<file path="config.mk">
export PLATFORM = sky130hd
export DESIGN_NAME = uart_tx_arbiter
export DESIGN_NICKNAME = d
export VERILOG_FILES = /design/src/rtl/uart_ctrl_pkg.sv /design/src/rtl/uart_rr_pick.sv /design/src/rtl/uart_tx_arbiter.sv
export SDC_FILE = /design/constraint.sdc
export NUM_CORES = 1
export LEC_CHECK = 0
export ABC_CLOCK_PERIOD_IN_PS = 4450
export BUFFER_PORTS_ARGS = -buffer_cell sky130_fd_sc_hd__buf_2
export CAP_MARGIN = 20
export CORE_UTILIZATION = 50
export DETAILED_ROUTE_END_ITERATION = 8
export PLACE_DENSITY = 0.84
export SETUP_SLACK_MARGIN = 0.5
export SLEW_MARGIN = 20
export SYNTH_ARGS = -nofsm -noshare
export SYNTH_HDL_FRONTEND = slang
export SYNTH_SLANG_ARGS = --single-unit
export TNS_END_PERCENT = 10
</file>
<file path="constraint.sdc">
create_clock -name clk_100MHz -period 4.45 [get_ports clk_100MHz]
set_clock_uncertainty 0.2 [all_clocks]
set_input_delay 0.89 -clock clk_100MHz [delete_from_list [all_inputs] [get_ports clk_100MHz]]
set_output_delay 0.89 -clock clk_100MHz [all_outputs]
set_load 0.01 [all_outputs]
</file>
<file path="src/rtl/uart_ctrl_pkg.sv">
// Purpose: shared types and helpers for the UART controller blocks.
// Latency: n/a (types, constants and a width helper only).
// Backpressure: n/a.
// Contents: FSM state enum, byte width, and index-width helper (clog2, min 1).
package uart_ctrl_pkg;

  localparam int UART_BYTE_W = 8;

  typedef enum logic [1:0] {
    IDLE      = 2'd0,
    START     = 2'd1,
    WAIT_BUSY = 2'd2,
    WAIT_DONE = 2'd3
  } tx_arb_state_t;

  // Width of an index into n requesters; a single requester still gets one bit.
  function automatic int idx_width(input int n);
    return (n > 1) ? $clog2(n) : 1;
  endfunction

endpackage

</file>
<file path="src/rtl/uart_rr_pick.sv">
// Purpose: combinational round-robin picker over a request vector.
// Latency: 0 cycles (pure combinational).
// Backpressure: none; the caller decides when the pick is used.
// Ports: req_valid - pending requests; last - previous winner (scan starts at last+1);
//        winner - first valid index after last, mod NUM_REQ; any_valid - OR of req_valid.
module uart_rr_pick
  import uart_ctrl_pkg::*;
#(
  parameter  int NUM_REQ = 2,
  localparam int IW      = idx_width(NUM_REQ)
) (
  input  logic [NUM_REQ-1:0] req_valid,
  input  logic [IW-1:0]      last,
  output logic [IW-1:0]      winner,
  output logic               any_valid
);

  logic          found;
  logic [IW-1:0] idx;

  always_comb begin
    winner    = '0;
    found     = 1'b0;
    idx       = '0;
    any_valid = |req_valid;
    // Walk last+1, last+2, ... wrapping; the last step revisits last itself.
    for (int off = 1; off <= NUM_REQ; off++) begin
      idx = IW'((int'(last) + off) % NUM_REQ);
      if (!found && req_valid[idx]) begin
        found  = 1'b1;
        winner = idx;
      end
    end
  end

endmodule

</file>
<file path="src/rtl/uart_tx_arbiter.sv">
// Purpose: round-robin share of one UART transmitter among NUM_REQ byte sources.
// Latency: grant decided in cycle T, TX_Start and req_ready pulse at T+1.
// Backpressure: requesters hold req_valid until req_ready; no grant while TX_BUSY is high.
// Ports: clk_100MHz/reset (sync, active-high); req_valid/req_data/req_ready requester side;
//        TX_BUSY/TX_Start/TX_DATA transmitter side; grant_id last winner; arb_busy state!=IDLE;
//        timeout_err pulses when TX_BUSY never rose within BUSY_TIMEOUT cycles.
module uart_tx_arbiter
  import uart_ctrl_pkg::*;
#(
  parameter  int NUM_REQ      = 2,
  parameter  int BUSY_TIMEOUT = 16,
  localparam int IW           = idx_width(NUM_REQ)
) (
  input  logic                           clk_100MHz,
  input  logic                           reset,
  input  logic [NUM_REQ-1:0]             req_valid,
  input  logic [UART_BYTE_W*NUM_REQ-1:0] req_data,
  output logic [NUM_REQ-1:0]             req_ready,
  input  logic                           TX_BUSY,
  output logic                           TX_Start,
  output logic [UART_BYTE_W-1:0]         TX_DATA,
  output logic [IW-1:0]                  grant_id,
  output logic                           arb_busy,
  output logic                           timeout_err
);

  localparam int TW = $clog2(BUSY_TIMEOUT + 1);

  tx_arb_state_t        state;
  logic [TW-1:0]        timer;
  // Round-robin pointer; differs from grant_id only in its reset value,
  // which makes requester 0 the first winner after reset.
  logic [IW-1:0]        last;
  logic [IW-1:0]        winner;
  logic                 any_valid;
  logic [UART_BYTE_W-1:0] pick_data;

  uart_rr_pick #(
    .NUM_REQ (NUM_REQ)
  ) u_pick (
    .req_valid (req_valid),
    .last      (last),
    .winner    (winner),
    .any_valid (any_valid)
  );

  always_comb begin
    pick_data = '0;
    for (int i = 0; i < NUM_REQ; i++) begin
      if (winner == IW'(i)) begin
        pick_data = req_data[i*UART_BYTE_W +: UART_BYTE_W];
      end
    end
  end

  always_ff @(posedge clk_100MHz) begin
    if (reset) begin
      state       <= IDLE;
      timer       <= '0;
      last        <= IW'(NUM_REQ - 1);
      grant_id    <= '0;
      TX_Start    <= 1'b0;
      TX_DATA     <= '0;
      req_ready   <= '0;
      arb_busy    <= 1'b0;
      timeout_err <= 1'b0;
    end else begin
      // Pulsed outputs default low every cycle.
      TX_Start    <= 1'b0;
      req_ready   <= '0;
      timeout_err <= 1'b0;
      case (state)
        IDLE: begin
          if (!TX_BUSY && any_valid) begin
            TX_DATA   <= pick_data;
            grant_id  <= winner;
            last      <= winner;
            // Start and ready are registered here so they are visible
            // for exactly the one cycle spent in START.
            TX_Start  <= 1'b1;
            req_ready <= NUM_REQ'(1) << winner;
            arb_busy  <= 1'b1;
            state     <= START;
          end
        end
        START: begin
          timer <= '0;
          state <= WAIT_BUSY;
        end
        WAIT_BUSY: begin
          if (TX_BUSY) begin
            state <= WAIT_DONE;
          end else if (timer == TW'(BUSY_TIMEOUT - 1)) begin
            // Byte counts as consumed; no retry.
            timeout_err <= 1'b1;
            arb_busy    <= 1'b0;
            state       <= IDLE;
          end else begin
            timer <= timer + 1'b1;
          end
        end
        WAIT_DONE: begin
          if (!TX_BUSY) begin
            arb_busy <= 1'b0;
            state    <= IDLE;
          end
        end
        default: begin
          arb_busy <= 1'b0;
          state    <= IDLE;
        end
      endcase
    end
  end

endmodule

</file>
==> impl_results.md <==
- Vias in the first global route: 800
- First-pass GRT wire length: 3290 um
- Least-Margin Pin Slew: 0.786 ns
- Final net count: 171
- H-tree levels: 1
- Post-DP HPWL: 1560 um
- Final setup vio count: 0
- Total wire length: 2130 um
- Area grow syn2layout: 20.2%
- Synth warnings: 0
- CP Class: reg2reg
- Routed wire per std cell: 12.4 um
- Starting density of the core: 55.3%
- Synth Cell Area: 986 um2
- Register area share after synthesis: 44.7%
- Total power: 0.394 mW
- Crit. End Element: register
- Layout Cells excl Fill: 172
- Dominant synthesized flop cell: dfxtp_1
- Req. time, crit path: 4.46 ns
- Status: completed
- FMAX: 0.434 GHz
- Post-route cell area: 1180 um2
- Yosys top cell by area: dfxtp_1
- I/O Pins: 35
- Post-cts resize count: 0
- CP cell instances: ha_1, and3_1, ha_1, nor4b_1, nand4_1, mux2i_1
- Most instantiated library cell after synthesis: dfxtp_1
- Dpl cells: 168
- FFs w/ async S/R, synth: 0%
- Hold WS: 0.271 ns
- Final Hold Viols: 0
- Share of the synthesized area in the top cell type: 44.7%
- Dpl ws: 1.97 ns
- GR Util met2: 36.1%
- Most Crowded Layer GR: met2
- Core Util, Final: 66.5%
- ANT nets after route: 0
- CP max FO: 4
- Placer Congestion: 0.821
- Final WS setup: 2.15 ns
- CTS Hold Bufs: 0
- Post-synth EDFFs: 0
- Worst hold path startpoint: grant_id$_SDFFE_PP0P_
- # diodes: 0
- Met1 Use GR: 26.3%
- GRT overflow: 0
- Row cnt: 15
- Slew Viols, Final: 0
- Number of port buffers: 34
- DRC violations left: 0
- Dpl cell area: 1150 um2
- Full die area: 2150 um2
- Sum Neg Setup Slack: 0 ns
- CTS max path bufs: 2
- Share of layout cells above drive strength 1: 27.9%
- Worst-case reg-to-reg path depth: 6
- Crit-path slowest cell: nor4b_1
- Leak pwr: 0.614 nW
- Drt first pass iters: 4
- # Post-CTS Setup Buffers: 0
- Synthesized instance count: 115
- Total track usage: 21.6%
- RSZ-0062 raised after global routing: false
- Syn nets: 138
- Seq cells post-synth: 22
- Initial DRC count: 40
- CTS tree: done
- Vias: 917
- Syn Area/Cell: 8.57 um2
- Reg2reg setup slack: 2.15 ns
- Worst skew pair latency: 0.30 ns
- M3 GR Usage: 3.53%
- Avg Vias per Cell: 5.33
- WP data arrival: 2.31 ns
- Min cycle time layout: 2.30 ns
- Hold Path Class: reg2reg
- Max-cap viol count: 0
- Post-synth top cells: dfxtp_1, inv_1, nand2_1
- Total CTS buffers: 3
- Peak supply drop: 0.000240 V
- Startpoint Class: register
- WHS Endpoint: grant_id$_SDFFE_PP0P_
- Crit Reg-Reg Endpoint: timer[3]$_SDFFE_PP0P_
- Largest net degree at the start of global routing: 16
- Die X: 46.4 um
- # clock sinks: 22
- Slowest cell delay on critical path: 0.67 ns
- Area contributors post-synth: dfxtp_1, inv_1, a222oi_1, nand2_1, nand2b_1
- Synth unique cells: 30
- Initial antenna violation count: 0
- Max_slew headroom: 46.9%
- Pwr dens: 333 nW/um2
- Critical Path Most Common Cell: ha_1
- Core footprint: 1780 um2
- Hold Path Cell Cnt: 2
- Worst reg2reg startpoint: timer[0]$_SDFFE_PP0P_
- Clock root cell: clkbuf_4
- Reg clk slew, reported paths: 0.12 ns
- Die H: 46.4 um
- Crit share post-route: 51.8%
==> layer usage <==
metal	up-vias	share of wire, %
li1	457	-
met1	426	43
met2	30	51
met3	4	4.6
met4	0	1.6
met5	-	0
==> flip-flops by register name, indices dropped and copies added, names as in the netlist <==
name,flops
timer,5
arb_busy,1
timeout_err,1
grant_id,1
last,1
req_ready,2
TX_Start,1
state,2
TX_DATA,8
==> power by group <==
group	switching [mW]	internal [mW]	leakage, nW
registers	0.0101	0.211	0.180
logic	0.0349	0.0303	0.413
clock network	0.0579	0.0499	0.0210
total	0.103	0.291	0.614
==> critical path: cells and delay by family (launching register included) <==
kind / cells / cell delay (ns)
mux: 1 / 0.15
fa+ha+maj: 2 / 0.43
simple gates: 3 / 1.07
flops: 1 / 0.36
==> worst max path at each step <==
stage / from / to / slack [ns] / cells after the start
CTS: timer[0]$_SDFFE_PP0P_ / timer[3]$_SDFFE_PP0P_ / 2.14 / 6
floorplan: TX_BUSY / TX_DATA[0]$_SDFFE_PP0P_ / 2.24 / 4
global route: timer[0]$_SDFFE_PP0P_ / timer[3]$_SDFFE_PP0P_ / 2.01 / 6
global placement: TX_BUSY / TX_DATA[1]$_SDFFE_PP0P_ / 2.04 / 4
detailed placement: TX_BUSY / TX_DATA[4]$_SDFFE_PP0P_ / 1.97 / 4
finish: timer[0]$_SDFFE_PP0P_ / timer[3]$_SDFFE_PP0P_ / 2.15 / 6
==> kinds of logic (layout without fill, tap and decap cells) <==
family	count (synthesis)	count (layout)	share of synthesized area [%]
AO/OA/AOI/OAI	19	19	14.7
adder cells (fa/ha/maj)	2	2	2.54
AND/OR/NAND/NOR	44	44	25.1
flip-flops	22	22	44.7
buffers and inverters	27	59	11.9
multiplexers	1	1	1.02
==> cells in the final DEF (no fill, tap or decap), drive strengths merged, types with 2 or more instances in the layout <==
master | synthesis | final
a211oi | 2 | 2
a21oi | 5 | 5
a222oi | 7 | 7
and3 | 3 | 3
buf | 3 | 34
clkbuf | 3 | 4
dfxtp | 22 | 22
ha | 2 | 2
inv | 20 | 20
nand2 | 12 | 12
nand2b | 5 | 5
nand3 | 5 | 5
nor2 | 5 | 5
nor3 | 2 | 2
nor4b | 2 | 2
o21ai | 2 | 2
or3 | 4 | 4
or4b | 2 | 2
==> final cells by class <==
class                           count  area, um2
Sequential cell                    22        440
Timing Repair Buffer               34        170
Clock buffer                        4       36.3
Tap cell                           25       31.3
Fill cell                         157        598
Inverter                           21       78.8
Multi-Input combinational cell     66        428
(Power assumes the default switching activity.)
